File: src/rtl/lc3_pkg.sv
// Shared LC-3 definitions: opcodes, pipeline FSM states, condition-code bit layout.
package lc3_pkg;

   localparam int unsigned DATA_W = 16;
   localparam int unsigned OPC_W  = 4;

   localparam logic [OPC_W-1:0] OP_ADD = 4'b0001;
   localparam logic [OPC_W-1:0] OP_LD  = 4'b0010;
   localparam logic [OPC_W-1:0] OP_ST  = 4'b0011;
   localparam logic [OPC_W-1:0] OP_AND = 4'b0101;
   localparam logic [OPC_W-1:0] OP_LDR = 4'b0110;
   localparam logic [OPC_W-1:0] OP_STR = 4'b0111;
   localparam logic [OPC_W-1:0] OP_NOT = 4'b1001;
   localparam logic [OPC_W-1:0] OP_LDI = 4'b1010;
   localparam logic [OPC_W-1:0] OP_STI = 4'b1011;
   localparam logic [OPC_W-1:0] OP_LEA = 4'b1110;

   // Condition codes are carried as {N,P,Z}
   localparam int unsigned NPZ_N = 2;
   localparam int unsigned NPZ_P = 1;
   localparam int unsigned NPZ_Z = 0;

   typedef enum logic [2:0] {
      ST_IDLE = 3'd0,
      ST_IND  = 3'd1,
      ST_GAP  = 3'd2,
      ST_ACC  = 3'd3,
      ST_FIN  = 3'd4
   } mem_state_e;

   typedef enum logic [2:0] {
      CL_NONE  = 3'd0,
      CL_ALU   = 3'd1,
      CL_LOAD  = 3'd2,
      CL_LDI   = 3'd3,
      CL_STORE = 3'd4,
      CL_STI   = 3'd5
   } op_class_e;

   function automatic op_class_e op_class(input logic [OPC_W-1:0] opc);
      op_class_e cls;
      cls = CL_NONE;
      case (opc)
         OP_ADD, OP_AND, OP_NOT, OP_LEA: cls = CL_ALU;
         OP_LD, OP_LDR:                  cls = CL_LOAD;
         OP_LDI:                         cls = CL_LDI;
         OP_ST, OP_STR:                  cls = CL_STORE;
         OP_STI:                         cls = CL_STI;
         default:                        cls = CL_NONE;
      endcase
      return cls;
   endfunction

endpackage

File: src/rtl/npz_gen.sv
// Condition-code generator: 16-bit value -> one-hot {N,P,Z}.
module npz_gen
   import lc3_pkg::*;
(
   input  logic [DATA_W-1:0] value,
   output logic [2:0]        npz_c
);

   always_comb begin
      npz_c = 3'b000;
      if (value[DATA_W-1])
         npz_c[NPZ_N] = 1'b1;
      else if (value == '0)
         npz_c[NPZ_Z] = 1'b1;
      else
         npz_c[NPZ_P] = 1'b1;
   end

endmodule

File: src/rtl/mem_access.sv
// LC-3 memory-access/writeback stage: runs the data-memory transaction for
// the captured instruction and reports the register writeback with a DONE pulse.
module mem_access
   import lc3_pkg::*;
#(
   parameter int unsigned WAIT_MAX = 255
)
(
   input  logic              clk,
   input  logic              reset_n,
   input  logic              start,
   input  logic [DATA_W-1:0] ir,
   input  logic [DATA_W-1:0] alu_y,
   input  logic [DATA_W-1:0] sr_data,
   output logic              mem_req,
   output logic              mem_we,
   output logic [DATA_W-1:0] mem_addr,
   output logic [DATA_W-1:0] mem_wdata,
   input  logic [DATA_W-1:0] mem_rdata,
   input  logic              mem_ready,
   output logic              busy,
   output logic              done,
   output logic              wb_en,
   output logic [DATA_W-1:0] wb_data,
   output logic [2:0]        wb_npz,
   output logic              err
);

   localparam int unsigned     CNT_W    = (WAIT_MAX > 1) ? $clog2(WAIT_MAX) : 1;
   localparam logic [CNT_W-1:0] CNT_LAST = CNT_W'(WAIT_MAX - 1);

   mem_state_e        state_q, state_d;
   op_class_e         cls_q, cls_in_c, cls_eff_c;
   logic [DATA_W-1:0] addr_q, wdata_q, wb_next_c;
   logic [CNT_W-1:0]  cnt_q;
   logic [2:0]        npz_next_c;
   logic              accept_c, waiting_c, expire_c, wb_en_next_c;
   logic              unused_ir;

   assign unused_ir = ^ir[DATA_W-OPC_W-1:0];
   assign cls_in_c  = op_class(ir[DATA_W-1:DATA_W-OPC_W]);
   assign accept_c  = (state_q == ST_IDLE) && start;
   assign waiting_c = ((state_q == ST_IND) || (state_q == ST_ACC)) && !mem_ready;
   // READY takes priority: expiry only fires on a cycle that is still waiting
   assign expire_c  = (WAIT_MAX != 0) && waiting_c && (cnt_q == CNT_LAST);

   assign cls_eff_c    = (state_q == ST_IDLE) ? cls_in_c : cls_q;
   assign wb_next_c    = (state_q == ST_IDLE) ? alu_y : mem_rdata;
   assign wb_en_next_c = (cls_eff_c == CL_ALU) || (cls_eff_c == CL_LOAD) || (cls_eff_c == CL_LDI);

   npz_gen u_npz (
      .value (wb_next_c),
      .npz_c (npz_next_c)
   );

   always_ff @(posedge clk or negedge reset_n) begin
      if (!reset_n) state_q <= ST_IDLE;
      else          state_q <= state_d;
   end

   always_comb begin
      state_d = state_q;
      case (state_q)
         ST_IDLE: begin
            if (start) begin
               case (cls_in_c)
                  CL_LDI, CL_STI:   state_d = ST_IND;
                  CL_LOAD, CL_STORE: state_d = ST_ACC;
                  default:          state_d = ST_FIN;
               endcase
            end
         end
         ST_IND: begin
            if (mem_ready)     state_d = ST_GAP;
            else if (expire_c) state_d = ST_IDLE;
         end
         ST_GAP:  state_d = ST_ACC;
         ST_ACC: begin
            if (mem_ready)     state_d = ST_FIN;
            else if (expire_c) state_d = ST_IDLE;
         end
         ST_FIN:  state_d = ST_IDLE;
         default: state_d = ST_IDLE;
      endcase
   end

   always_comb begin
      busy    = 1'b0;
      done    = 1'b0;
      mem_req = 1'b0;
      mem_we  = 1'b0;
      busy    = (state_q != ST_IDLE);
      done    = (state_q == ST_FIN);
      mem_req = (state_q == ST_IND) || (state_q == ST_ACC);
      mem_we  = (state_q == ST_ACC) && ((cls_q == CL_STORE) || (cls_q == CL_STI));
   end

   assign mem_addr  = addr_q;
   assign mem_wdata = wdata_q;

   // Capture, pointer latch, wait counter, error flag and writeback registers
   always_ff @(posedge clk or negedge reset_n) begin
      if (!reset_n) begin
         cls_q   <= CL_NONE;
         addr_q  <= '0;
         wdata_q <= '0;
         cnt_q   <= '0;
         err     <= 1'b0;
         wb_en   <= 1'b0;
         wb_data <= '0;
         wb_npz  <= 3'b000;
      end else begin
         cnt_q <= waiting_c ? (cnt_q + CNT_W'(1)) : '0;
         if (accept_c) begin
            cls_q   <= cls_in_c;
            addr_q  <= alu_y;
            wdata_q <= sr_data;
            err     <= 1'b0;
         end
         if ((state_q == ST_IND) && mem_ready)
            addr_q <= mem_rdata;
         if (expire_c)
            err <= 1'b1;
         if (state_d == ST_FIN) begin
            wb_en <= wb_en_next_c;
            if (wb_en_next_c) begin
               wb_data <= wb_next_c;
               wb_npz  <= npz_next_c;
            end
         end
      end
   end

endmodule

File: config.mk
export PLATFORM = sky130hd
export DESIGN_NAME = mem_access
export DESIGN_NICKNAME = d
export VERILOG_FILES = /design/src/rtl/lc3_pkg.sv /design/src/rtl/npz_gen.sv /design/src/rtl/mem_access.sv
export SDC_FILE = /design/constraint.sdc
export NUM_CORES = 1
export LEC_CHECK = 0
export CORE_UTILIZATION = 43
export DETAILED_ROUTE_END_ITERATION = 6
export PLACE_DENSITY = 0.77
export SETUP_SLACK_MARGIN = 0.3
export SLEW_MARGIN = 0
export SYNTH_ARGS = -nofsm -noshare
export SYNTH_HDL_FRONTEND = slang
export SYNTH_SLANG_ARGS = --single-unit
File: constraint.sdc
create_clock -name clk -period 2.3 [get_ports clk]
set_input_delay 0.575 -clock clk [delete_from_list [all_inputs] [get_ports clk]]
set_output_delay 0.575 -clock clk [all_outputs]
set_load 0.1 [all_outputs]
* Yosys cells after proc, flatten, opt, wreduce, memory -nomap -nowiden
Memory sizes are Yosys's and may differ from the RTL's. Cells that the tools add are included.
Cells by class: $add $sub $neg 1, eq/ne operators 15, mux-type cells 17, reductions and logical operators 18
Operator list (count):
- $mux 16 | 3
- $eq 3x2->1 const B | 6
- $eq 3x3->1 const B | 6
- $logic_not 16->1 | 1
- $mux 3 | 5
- $pmux 3 s4 | 1
- $add 8x1->8 const B | 1
- $eq 8x8->1 const B | 1
- $mux 8 | 1
- $eq 3x1->1 const B | 2
- $pmux 3 s2 | 1
- $logic_and 1x1->1 | 5
- $mux 1 | 5
- $logic_or 1x1->1 | 4
- $reduce_bool 2->1 | 2
- $reduce_or 2->1 | 2
- $logic_not 3->1 | 1
- $reduce_bool 3->1 | 1
- $mux 2 | 1
- $reduce_and 2->1 | 1
- $logic_not 1->1 | 1
Word-level totals: flip-flop bits (word level) 67, memory bits (read-only) 48, bits of input ports 68, output and inout port bits 57, logic and storage cells 61, memories kept 1
Memory list:
- (name not given) | words 16, bits a word 3, rd ports 1, clocked after memory_dff 0, wr ports 0, RTL line lc3_pkg.sv:43 | case (opc)

* Logic depth before layout (Yosys ltp)
depth in word-level cells 9, depth in mapped cells 7, depth with buffers taken out 6

* Modules after synthesis
Synthesis repeated with hierarchy kept, for this count alone.
Second synthesis, totals: cell total of the unflattened synthesis 273, area, all modules 3209.3 µm²
By module, submodules not included:
- mem_access | times used 1, cells an instance 266, area each 3159.3 µm², sequential area each 1676.6 µm²
- npz_gen | times used 1, cells an instance 7, area each 50.0 µm², sequential area each 0.0 µm²

* Worst setup path after synthesis
Ideal clock, no wire load.
path kind flip-flop to output port, start point reg state_q[0], end point out mem_we, data arrival time 2.883 ns, required time 1.725 ns, setup slack -1.158 ns, stages on the path, launching flop included 4, buffers on the path 1, path through dfrtp_1 -> buf_6 -> nor2b_1 -> and4b_1
On the way: longest elaborated chain between the ends 2
RTL lines:
- start, declared | RTL line mem_access.sv:32 | mem_state_e state_q, state_d;
- start signal, assigned | RTL line mem_access.sv:58 | else state_q <= state_d;
- $eq 3x2->1 | RTL line mem_access.sv:95 | mem_we = (state_q == ST_ACC) && ((cls_q == CL_STORE) || (cls_q == CL_STI));
- $logic_and 1x1->1 | RTL line mem_access.sv:95
- end, declared | RTL line mem_access.sv:16 | output logic mem_we,
No other way between the ends.

* Final worst setup path
start point reg state_q[1], end point out busy
On the way: longest elaborated chain between the ends 1
RTL lines:
- $reduce_bool 3->1 | RTL line mem_access.sv:92 | busy = (state_q != ST_IDLE);
- end, declared | RTL line mem_access.sv:21 | output logic busy,
No other way between the ends.

==> metrics list <==
- Run status: completed
- After detailed routing, the number of remaining DRC violations is 0.
- The number of nets in the synthesized netlist is 326.
- Once detail routing completed, the nets flagged for antenna violations numbered 0.
* Family with the most delay on the worst path: flip-flops
* Synth top area cells: sky130_fd_sc_hd__dfrtp_1 53%, sky130_fd_sc_hd__mux2_2 14%, sky130_fd_sc_hd__mux2i_1 5.5%, sky130_fd_sc_hd__mux2_1 3.6%, sky130_fd_sc_hd__o21ai_0 3.5%
- After global routing the overflow that remains totals 0.
* Clock tree from TritonCTS: done
* Post-route fraction of the period consumed by the critical path: 87.3%
- Entering global routing, the biggest net connects 67 pins.
- CTS saw 66 sinks.
- After technology mapping, the gate count stands at 256.
* Iteration count of the initial detailed-routing pass: 5
- The die covers 7580 um^2.
- Count of final setup violators: 0
- Worst Path Required: 1.73 ns
- In this run the horizontal extent of the chip is 87.1 um.
* Final weighted congestion in routability-driven placement: 0.762
- Port bufs: 112
- Number of nets in the layout: 459
- EDFF count, synth: 0
* Mapped cell area: 3110 um^2
- The repair_antennas step left the layout with diodes totalling 0.
* Number of buffers between clock root and the deepest sink: 2
* Worst Max-Slew Pin Slew: 0.441 ns
* Number of storage elements in the synthesis netlist: 66
- Of all flip-flops after synthesis, the portion carrying an async set or reset was 100%.
- The average instance in the mapped netlist occupies 12.2 um^2.
- Flip-flop cell with the highest count after synthesis: sky130_fd_sc_hd__dfrtp_1
- Area of the multi-input gates: 1400 um^2
* Largest stage delay on the critical path: 0.43 ns
* Total Routed Length: 7840 um
* Seq/Total Area, Yosys: 53.1%
- The worst path needs 2.01 ns of the cycle, external delays included.
- Placement row count: 30
* Clock transition at the register clock pins on the worst setup and hold paths after CTS: 0.07 ns
* Mean number of vias per cell: 5.18
* CTS buffer count: 9
* Die Ht: 87.1 um
* Skew-Pair Late Insertion Delay: 0.34 ns
- In this run, distinct cell masters in the synthesized netlist total 39.
* Via count of the first global-routing pass: 2,455
- First-pass GRT wire length: 12,400 um
- Area delta synth->final: 49.1%
- Area share of the leading cell type in the synthesized netlist: 53.1%
* Unrepaired setup endpoints after global routing: yes
- The worst setup path is captured at an output port.
- The final count of pins violating max slew was 0.
* Cell-by-cell trace of the critical path: nor3_4, buf_6, clkinvlp_4, buf_12
- Initial core utilization: 45.1%
* Fin util: 67.2%
* Largest fanout of any net on the critical path: 2
* Root Buffer Master: sky130_fd_sc_hd__clkbuf_8
- In the final routed layout, each cell accounts on average for 16.0 um.
- The detailed router finished its first iteration with 128 violations.
* Antenna violations before repair: 0
- Buffers & Inverters on Critical Path: 3
- Via total after detailed routing: 2,539
- Start-to-end type of the worst setup path: reg -> out
- The worst setup path is launched from a flop.
- Number of synthesis warnings: 0
- Area of all sequential standard cells: 1660 um^2
- 125 I/O pins were placed.
- Of all cell types, the one taking the most synthesized area is sky130_fd_sc_hd__dfrtp_1.
- Cells with a size suffix above 1 make up 38.8% of the layout.
- Data arrives at the worst endpoint at 1.43 ns.
* Hold WC Path Type: in -> async
* GRT Overall Usage: 21.4%
* Placeable core area: 6910 um^2
- Static timing analysis puts the maximum clock frequency at 498 MHz.
* Final-report hold violation count: 0
* Setup clock skew after layout: 0.00714 ns
* H-Tree Depth: 3
- Max-cap violations in this run came to 0.
- Max transition margin: 70.3%
- Hpwl dp: 5400 um
- On the critical path, the stage with the largest delay is an instance of sky130_fd_sc_hd__dfrtp_2.
- Hold-fix buffer count after cts: 0
* Number of filler instances in the final layout: 557
==> timing repair <==
action,4_1_cts,5_1_grt
resized for setup,5,5
gates cloned,0,1
buffers inserted,6,3
endpoints found under the setup margin,20,20
pin swaps,2,5
==> flip-flops by register name, indices dropped and copies added, names as in the netlist <==
name       count
mem_addr      16
mem_wdata     16
wb_data       16
cnt_q          8
cls_q          3
state_q        3
wb_npz         2
err            1
wb_en          1
==> path summary, 6_finish.rpt <==
kind                                  from          end  depth (start not counted)  slack, ns
min in group clk                       err          err                          2       0.49
worst min-delay path               reset_n     cls_q[1]                          2       0.23
worst max-delay path            state_q[1]         busy                          4       0.29
worst max register to register  state_q[2]  wb_data[15]                          6       0.36
max in group asynchronous          reset_n   state_q[2]                          2       1.73
worst min register to register         err          err                          2       0.49
==> cells in the mapped netlist (all sizes together) (4+ instances only) <==
library cell	count
mux2i	17
mux2	50
o21ai	23
inv	4
nor4	8
nor2	7
clkbuf	5
nand3	4
buf	8
dfrtp	66
nand2	27
==> cell usage in the layout, fill, tap and decap left out, drive strengths merged, types with 3 or more instances in the layout <==
cell	netlist	routed
dfrtp	66	66
nand3	4	4
clkdlybuf4s50	0	53
clkbuf	5	11
xor2	3	3
or3	3	3
mux2i	17	17
o21ai	23	23
nor4	8	8
buf	8	80
a21oi	3	3
nand2	27	27
nand4	3	3
inv	4	4
mux2	50	50
o31ai	3	3
nor2	7	7
clkinvlp	0	4
==> worst reg2reg max path: stages (launching register included) <==
cell and delay [ns]:
sky130_fd_sc_hd__dfrtp_2 0.46, sky130_fd_sc_hd__buf_6 0.14, sky130_fd_sc_hd__nand4b_1 0.20, sky130_fd_sc_hd__or3_4 0.37
sky130_fd_sc_hd__o21ai_4 0.12, sky130_fd_sc_hd__clkbuf_16 0.21, sky130_fd_sc_hd__mux2_2 0.33
==> metrics by stage <==
stage	TNS, ns	area (um^2)	cells	setup slack (ns)	hold slack, ns
3_5_place_dp	-3.41	4320	464	-0.212	0.476
4_1_cts	0	4580	486	0.275	0.249
3_3_place_gp	-2.09	4320	464	-0.137	0.461
6_report	0	4640	490	0.292	0.232
5_1_grt	0	4640	490	0.255	0.267
2_1_floorplan	0	3140	256	0.0369	0.279
==> routing by layer <==
metal	part of all wire, %	track usage, %	up-vias
met1	44	28.8	1244
met5	0	0	-
met4	1.3	8.79	0
met3	5.1	4.55	11
li1	-	-	1199
met2	50	33.7	85
==> final cells by class <==
cell class              count  share of cell area, %
flip-flops and latches     66                   35.7
multi-input cells         173                   30.3
repair buffers            135                   27.2
clock buffers              10                   2.97
well taps                  96                   2.59
clock inverters             6                  0.890
inverters                   4                  0.405
==> cell families after synthesis <==
logic type | synth area share [%]
mux | 23.6
flops | 53.1
simple gates | 10.9
compound gates | 7.52
buf+inv | 3.02
xor+xnor | 1.13
fa+ha+maj | 0.804
Power is not shown: default switching activity piles up to over one toggle a cycle in this logic, so the estimate is an artifact.
